`config.mk`:
```
export PLATFORM = sky130hd
export DESIGN_NAME = imem_dmem_arbiter
export DESIGN_NICKNAME = d
export VERILOG_FILES = /design/src/rtl/mem_arb_pkg.sv /design/src/rtl/imem_dmem_arbiter_prio_sel.sv /design/src/rtl/imem_dmem_arbiter.sv
export SDC_FILE = /design/constraint.sdc
export NUM_CORES = 1
export LEC_CHECK = 0
export ABC_AREA = 1
export BUFFER_PORTS_ARGS = -buffer_cell sky130_fd_sc_hd__buf_2
export CORE_MARGIN = 2
export CORE_UTILIZATION = 40
export DETAILED_ROUTE_END_ITERATION = 6
export PLACE_DENSITY = 0.74
export SLEW_MARGIN = 20
export SYNTH_ARGS = -nofsm -noshare
export SYNTH_HDL_FRONTEND = slang
export SYNTH_SLANG_ARGS = --single-unit
export TNS_END_PERCENT = 20
```
`constraint.sdc`:
```
create_clock -name clk1 -period 2 [get_ports clk1]
set_input_delay 0.4 -clock clk1 [delete_from_list [all_inputs] [get_ports clk1]]
set_output_delay 0.4 -clock clk1 [all_outputs]
set_load 0.05 [all_outputs]
```
`src/rtl/mem_arb_pkg.sv`:
```
// rtl/mem_arb_pkg.sv - shared types and defaults for the unified memory arbiter
package mem_arb_pkg;

    localparam int AW_DEF       = 10;
    localparam int DW_DEF       = 32;
    localparam int MAX_WAIT_DEF = 4;

    // Bit positions inside the one-hot winner vector
    localparam int WIN_IF = 0;
    localparam int WIN_DM = 1;
    localparam int WIN_LD = 2;

    typedef enum logic [1:0] {
        OWN_NONE,
        OWN_IF,
        OWN_DM,
        OWN_LD
    } owner_e;

    typedef enum logic {
        ARB,
        LOCKED
    } state_e;

endpackage

```
`src/rtl/imem_dmem_arbiter_prio_sel.sv`:
```
// rtl/imem_dmem_arbiter_prio_sel.sv - combinational priority select with fetch anti-starvation
// Ports:
//   if_req, dm_req, ld_req : requests from fetch, data and loader ports
//   locked                 : loader owns the memory, only ld may win
//   starve                 : fetch has waited the maximum number of cycles
//   winner                 : one-hot winner, bit order from mem_arb_pkg WIN_*
module arb_prio_sel
    import mem_arb_pkg::*;
(
    input  logic       if_req,
    input  logic       dm_req,
    input  logic       ld_req,
    input  logic       locked,
    input  logic       starve,
    output logic [2:0] winner
);

    always_comb begin
        winner = '0;
        if (ld_req) begin
            winner[WIN_LD] = 1'b1;
        end else if (!locked) begin
            // A starved fetch jumps ahead of the data port
            if (if_req && starve) begin
                winner[WIN_IF] = 1'b1;
            end else if (dm_req) begin
                winner[WIN_DM] = 1'b1;
            end else if (if_req) begin
                winner[WIN_IF] = 1'b1;
            end
        end
    end

endmodule

```
`src/rtl/imem_dmem_arbiter.sv`:
```
// rtl/imem_dmem_arbiter.sv - single-port memory arbiter for fetch, data and loader ports
// Ports:
//   clk1, rst_n                          : clock, async active-low reset
//   if_*  : fetch read port   (req/addr in, gnt/rvalid/rdata out)
//   dm_*  : data port         (req/we/addr/wdata in, gnt/rvalid/rdata out)
//   ld_*  : loader port       (req/lock/we/addr/wdata in, gnt/rvalid/rdata out)
//   mem_* : memory side, read data arrives the cycle after a read
//   locked: loader currently owns the memory
module imem_dmem_arbiter
    import mem_arb_pkg::*;
#(
    parameter int AW       = AW_DEF,
    parameter int DW       = DW_DEF,
    parameter int MAX_WAIT = MAX_WAIT_DEF
) (
    input  logic          clk1,
    input  logic          rst_n,
    input  logic          if_req,
    input  logic [AW-1:0] if_addr,
    output logic          if_gnt,
    output logic          if_rvalid,
    output logic [DW-1:0] if_rdata,
    input  logic          dm_req,
    input  logic          dm_we,
    input  logic [AW-1:0] dm_addr,
    input  logic [DW-1:0] dm_wdata,
    output logic          dm_gnt,
    output logic          dm_rvalid,
    output logic [DW-1:0] dm_rdata,
    input  logic          ld_req,
    input  logic          ld_lock,
    input  logic          ld_we,
    input  logic [AW-1:0] ld_addr,
    input  logic [DW-1:0] ld_wdata,
    output logic          ld_gnt,
    output logic          ld_rvalid,
    output logic [DW-1:0] ld_rdata,
    output logic          mem_en,
    output logic          mem_we,
    output logic [AW-1:0] mem_addr,
    output logic [DW-1:0] mem_wdata,
    input  logic [DW-1:0] mem_rdata,
    output logic          locked
);

    state_e        state;
    owner_e        tag;
    owner_e        win_owner;
    logic [3:0]    wait_cnt;
    logic [2:0]    winner;
    logic          starve;
    logic [DW-1:0] if_hold;
    logic [DW-1:0] dm_hold;
    logic [DW-1:0] ld_hold;

    assign locked = (state == LOCKED);
    assign starve = (wait_cnt == 4'(MAX_WAIT));

    arb_prio_sel u_sel (
        .if_req (if_req),
        .dm_req (dm_req),
        .ld_req (ld_req),
        .locked (locked),
        .starve (starve),
        .winner (winner)
    );

    assign if_gnt = winner[WIN_IF];
    assign dm_gnt = winner[WIN_DM];
    assign ld_gnt = winner[WIN_LD];
    assign mem_en = |winner;

    // Memory-side mux; everything stays low when nobody wins
    always_comb begin
        mem_we    = 1'b0;
        mem_addr  = '0;
        mem_wdata = '0;
        win_owner = OWN_NONE;
        if (winner[WIN_LD]) begin
            mem_we    = ld_we;
            mem_addr  = ld_addr;
            mem_wdata = ld_wdata;
            win_owner = OWN_LD;
        end else if (winner[WIN_DM]) begin
            mem_we    = dm_we;
            mem_addr  = dm_addr;
            mem_wdata = dm_wdata;
            win_owner = OWN_DM;
        end else if (winner[WIN_IF]) begin
            mem_addr  = if_addr;
            win_owner = OWN_IF;
        end
    end

    always_ff @(posedge clk1 or negedge rst_n) begin
        if (!rst_n) begin
            state    <= ARB;
            wait_cnt <= 4'd0;
            tag      <= OWN_NONE;
            if_hold  <= '0;
            dm_hold  <= '0;
            ld_hold  <= '0;
        end else begin
            case (state)
                ARB:     if (ld_gnt && ld_lock) state <= LOCKED;
                LOCKED:  if (!ld_lock) state <= ARB;
                default: state <= ARB;
            endcase

            if (!if_req || if_gnt) begin
                wait_cnt <= 4'd0;
            end else if (!starve) begin
                wait_cnt <= wait_cnt + 4'd1;
            end

            // Tag follows the read issued this cycle; writes leave no tag
            tag <= (mem_en && !mem_we) ? win_owner : OWN_NONE;

            // Returned data is kept so rdata holds between reads
            case (tag)
                OWN_IF:  if_hold <= mem_rdata;
                OWN_DM:  dm_hold <= mem_rdata;
                OWN_LD:  ld_hold <= mem_rdata;
                default: ;
            endcase
        end
    end

    assign if_rvalid = (tag == OWN_IF);
    assign dm_rvalid = (tag == OWN_DM);
    assign ld_rvalid = (tag == OWN_LD);

    assign if_rdata = if_rvalid ? mem_rdata : if_hold;
    assign dm_rdata = dm_rvalid ? mem_rdata : dm_hold;
    assign ld_rdata = ld_rvalid ? mem_rdata : ld_hold;

endmodule

```
### Yosys cells after proc, flatten, opt, wreduce, memory -nomap -nowiden

Index checks and enable logic that the tools add are counted.

| storage, ports and cells | value |
|---|---|
| register bits after elaboration | 103 |
| input bits | 134 |
| output and inout bits | 147 |

| cells by class | value |
|---|---|
| $add $sub $neg | 1 |
| equality and inequality tests | 5 |
| multiplexer cells | 27 |
| bitwise operators | 1 |
| reductions and logical operators | 7 |

Operators by type and width:

| kind | number |
|---|---|
| $mux 32 | 5 |
| $mux 10 | 3 |
| $mux 1 | 11 |
| $mux 2 | 5 |
| $mux 4 | 2 |
| $add 4x1->4 const B | 1 |
| $eq 2x2->1 const B | 2 |
| $eq 4x3->1 const B | 1 |
| $logic_and 1x1->1 | 3 |
| $reduce_or 3->1 | 1 |
| $eq 2x1->1 const B | 1 |
| $logic_not 1->1 | 2 |
| $ne 2x2->1 const B | 1 |
| $pmux 1 s2 | 1 |
| $logic_or 1x1->1 | 1 |
| $not 1->1 | 1 |

### Logic depth before layout (Yosys ltp)

| depth | value |
|---|---|
| word-level depth | 10 |
| gate-level depth with buffers | 8 |
| depth with buffers taken out | 7 |

### Cells and area by module

A second synthesis with hierarchy kept.

| second synthesis, totals | value |
|---|---|
| cells, all modules | 551 |
| area, all modules | 4608.2 um^2 |

Modules (own cells, without submodules):

| module | instances | cells each | area each (um^2) |
|---|---|---|---|
| imem_dmem_arbiter | 1 | 541 | 4564.4 |
| arb_prio_sel | 1 | 10 | 43.8 |

### Worst setup path after synthesis

OpenSTA, ideal clock, no wires.

| timing | value |
|---|---|
| path kind | flip-flop to output port |
| start | register tag[1] |
| end | output if_rdata[11] |
| arrival | 2.273 ns |
| path slack | -0.673 ns |
| cell stages (with the launch flop) | 5 |
| buffers on the path | 1 |
| cells stage by stage | dfrtp_1 -> nor2_1 -> inv_2 -> clkbuf_1 -> o21ai_1 |

| on the way | value |
|---|---|
| cells in the longest elaborated chain, start to end | 2 |

RTL lines:

| item | RTL line | text |
|---|---|---|
| from (decl) | imem_dmem_arbiter.sv:47 | `owner_e tag;` |
| from (signal assigned) | imem_dmem_arbiter.sv:117 | `tag <= (mem_en && !mem_we) ? win_owner : OWN_NONE;` |
| $eq 2x1->1 | imem_dmem_arbiter.sv:129 | `assign if_rvalid = (tag == OWN_IF);` |
| net if_rvalid | imem_dmem_arbiter.sv:21 | `output logic if_rvalid,` |
| $mux 32 | n/a |  |
| to (decl) | imem_dmem_arbiter.sv:22 | `output logic [DW-1:0] if_rdata,` |

The timed path passes the listed nets, and every way through them passes these cells.

### Worst setup path after layout

| timing | value |
|---|---|
| start | register wait_cnt[1] |
| end | output mem_wdata[12] |

| on the way | value |
|---|---|
| cells in the longest elaborated chain, start to end | 7 |

RTL lines:

| item | RTL line | text |
|---|---|---|
| from (decl) | imem_dmem_arbiter.sv:49 | `logic [3:0] wait_cnt;` |
| from (signal assigned) | imem_dmem_arbiter.sv:113 | `wait_cnt <= wait_cnt + 4'd1;` |
| $eq 4x3->1 | imem_dmem_arbiter.sv:57 | `assign starve = (wait_cnt == 4'(MAX_WAIT));` |
| $logic_and 1x1->1 | imem_dmem_arbiter_prio_sel.sv:24 | `if (if_req && starve) begin` |
| $mux 1 | imem_dmem_arbiter_prio_sel.sv:24 |  |
| $mux 2 | imem_dmem_arbiter_prio_sel.sv:22 | `end else if (!locked) begin` |
| $mux 2 | imem_dmem_arbiter_prio_sel.sv:20 | `if (ld_req) begin` |
| $mux 32 | imem_dmem_arbiter.sv:84 | `end else if (winner[WIN_DM]) begin` |
| $mux 32 | imem_dmem_arbiter.sv:79 | `if (winner[WIN_LD]) begin` |
| to (decl) | imem_dmem_arbiter.sv:41 | `output logic [DW-1:0] mem_wdata,` |

Every way passes these cells.

==> flow_metrics.py <==
metrics = {
    "synth": {
        "synth_edf_count": 0,
        "synthArstFlopShare": 1.000,
        "synth_area_um2": 4902,
        "ys_seq_area_frac": 0.5258,
        "synth_cell_type_count": 22,
        "synth_warnings": 0,
        "ys_ff_latch": 103,
        "synth_ff_type": "dfrtp_1",
        "syn-instance-count": 552,
        "synthesis.nets": 688,
        "avgSynthCellArea_um2": 8.881,
    },
    "final_layout": {
        "area_delta_synth_final_pct": 68.71,
        "final_cell_area_um2": 8270,
        "drive_gt1_frac": 0.5656,
        "nNetsFinal": 969,
        "fin_cells": 986,
    },
    "placement": {
        "postPlaceCellArea_um2": 6859,
        "hpwl_um": 11900,
        "dp_cells": 964,
        "gp_congestion": 0.8760,
        "io_buffers": 280,
    },
    "routing": {
        "initialDrtViolationCount": 313,
        "wire_per_inst_um": 17.06,
        "wl_um": 16830,
        "post-route-drc-count": 0,
        "firstDrtPassIters": 5,
        "antenna_left": 0,
        "via_count": 4900,
        "routed_via_density": 4.970,
    },
    "pwr": {
        "power.leakage_nw": 4.443,
        "p_int_mw": 4.984,
        "clockPowerShare": 0.183,
        "switching_share": 0.4522,
        "netSwitchingPower_mw": 4.114,
        "pwr-share-comb": 0.522,
        "ir_worst_vdd_uv": 537.9,
        "pwr-share-seq": 0.295,
        "p_per_area_nw_per_um2": 1100,
    },
    "critical_path": {
        "crit_family": "buffers and inverters",
        "crit_chain": "inv_2 -> ha_4 -> nand4_4 -> nand3_4 -> inv_8 -> buf_12 -> nand2_4 -> nand2_2 -> buf_6",
        "critical_path_class": "reg -> out",
        "arrival_ns": 1.73,
        "slowest_stage": "dfrtp_1",
        "r2r_end": "tag[1]",
        "end_kind": "output port",
        "timing.critical_path.buf_inv": 4,
        "rr_worst_depth": 7,
        "critPathLaunchType": "flop",
        "path_max_fanout": 9,
        "cp_slowest_stage_delay_ns": 0.37,
        "rr_startpoint": "wait_cnt[1]",
        "cp-startpoint": "wait_cnt[1]",
        "crit_required_ns": 1.60,
        "ff2ff_setup_slack_ns": 0.60,
    },
    "job": {
        "maxCapViolations": 0,
    },
    "min_path": {
        "hold_class": "in -> reg",
        "hold_depth": 3,
        "holdCritStartpoint": "ld_lock",
        "whs_endpoint": "locked",
    },
    "grt": {
        "grt_max_degree": 65,
        "antenna_found_initial": 2,
        "grt-ovfl-total": 0,
        "grt_pass1_wl_um": 24600,
        "grt_pass1_vias": 4738,
        "grt_use_total": 0.2438,
    },
    "clocking": {
        "clock-sinks": 103,
        "cts_tree": "yes",
        "cts_max_level": 3,
        "clockBufferDepth": 2,
        "cts_root_buf": "clkbuf_16",
        "cts_buffers": 9,
        "insertion_delay_ns": 0.34,
        "clk_pin_slew_ns": 0.07,
    },
    "sta": {
        "slew_headroom": 0.7186,
        "finalHoldViolCount": 0,
        "max_freq_ghz": 0.4686,
        "period_share": 1.067,
        "tns_ns": -4.770,
        "grt_setup_unrepaired": "yes",
        "tightest_slew_ns": 0.4221,
        "slew_viol_final": 0,
        "setup_viol": 59,
        "skew_ns": 0.005185,
        "setup_slack_ns": -0.1339,
        "fin_crit_ns": 2.134,
    },
    "outcome": {
        "status": "finished, violations left",
        "violations": "setup timing",
    },
    "floorplan": {
        "die_h_um": 114.7,
        "coreArea_um2": 12010,
        "io_pins": 281,
        "start_util": 0.4081,
        "die_w_um": 114.7,
        "dieArea_um2": 13160,
        "rows": 40,
    },
}
-- layout by cell type, fill, tap and decap left out, types with 2 or more instances in the layout --
master	count
o21ai_4	11
clkbuf_16	9
inv_2	3
o21ai_2	48
inv_8	2
nand2_4	31
nand3_2	9
buf_6	122
clkinvlp_4	2
nand4_1	22
xor2_1	2
buf_8	4
buf_12	15
inv_1	43
dfrtp_1	102
clkinv_4	3
nand2_1	137
o21ai_1	37
buf_4	22
nor2_1	11
buf_16	3
nand2_2	45
buf_2	137
nand3_1	6
-- layer usage --
layer  part of all wire  up-vias  track usage
met1               0.38     2315       0.2971
met2               0.51      225       0.4154
met5            0.00042        -            0
li1                   -     2325            -
met3              0.075       33      0.06670
met4              0.033        2      0.08996
-- layout make-up --
type	instances	area (um^2)
fill	883	3741
sequential	103	2579
timing repair buffer	304	2678
multi-input combinational	367	2354
antenna	1	2.502
inverter	48	192.7
clock buffer	10	229.0
clock inverter	6	52.55
tap	147	183.9
-- power groups by stage --
stage / Combinational (mW) / Sequential, mW / Clock, mW
2_1_floorplan: 2.87 / 2.69 / 0
3_3_place_gp: 3.85 / 2.69 / 0
3_5_place_dp: 3.88 / 2.71 / 0
4_1_cts: 4.39 / 2.67 / 1.71
5_1_grt: 4.97 / 2.73 / 1.79
6_report: 4.75 / 2.68 / 1.67
-- state kept, by name (all words and copies together) (netlist names) --
register / cells
dm_hold: 32
if_hold: 32
ld_hold: 32
wait_cnt: 4
tag: 2
locked: 1
-- cells in the mapped netlist (3+ instances only) --
library cell / instances / area, um^2
nand2_2: 30 / 187.7
inv_1: 45 / 168.9
nand4_1: 22 / 137.6
nand2_4: 29 / 326.6
nor2_1: 12 / 45.04
buf_2: 20 / 100.1
o21ai_1: 96 / 480.5
buf_12: 3 / 60.06
dfrtp_1: 103 / 2577
clkbuf_1: 10 / 37.54
nand3_1: 14 / 70.07
nand2_1: 153 / 574.3
-- worst max-delay path by stage --
| stage | end | slack, ns | cells past startpoint |
|---|---|---|---|
| after floorplan | mem_addr[0] | 0.02 | 4 |
| after global placement | if_gnt | 0.09 | 7 |
| after detailed placement | if_gnt | 0.08 | 7 |
| after CTS | mem_wdata[20] | -0.14 | 9 |
| after global routing | mem_wdata[12] | -0.22 | 9 |
| final | mem_wdata[12] | -0.13 | 9 |
-- worst reg2reg max path: stages, from the launching register on --
cell,delay (ns)
dfrtp_1,0.40
inv_2,0.09
ha_4,0.15
nand4_4,0.13
buf_6,0.18
buf_4,0.13
a21oi_1,0.12
nor2_1,0.08
-- cells by family after synthesis --
family          share of synthesized area
xor+xnor                         0.003574
buf+inv                           0.08066
simple gates                       0.2848
compound gates                     0.1001
flops                              0.5258
fa+ha+maj                        0.005104
-- through the flow --
stage                     hold slack [ns]  utilization  power, mW  setup slack [ns]
after CTS                          0.2559       0.6552      8.776           -0.1368
after floorplan                    0.1044            -      5.556           0.02203
after detailed placement           0.2317       0.5710      6.590           0.07539
final                              0.2679       0.6885      9.098           -0.1339
after global routing               0.2562       0.6885      9.486           -0.2155
after global placement             0.2259       0.5710      6.535           0.09236
-- repair_timing --
item	CTS	global route
pin swaps	4	2
cloned	2	1
endpoints found under the hold margin	5	0
resized for setup	217	121
buffers inserted	1	0
setup endpoints to repair	138	141
hold buffers	1	0
(Power assumes the default switching activity.)
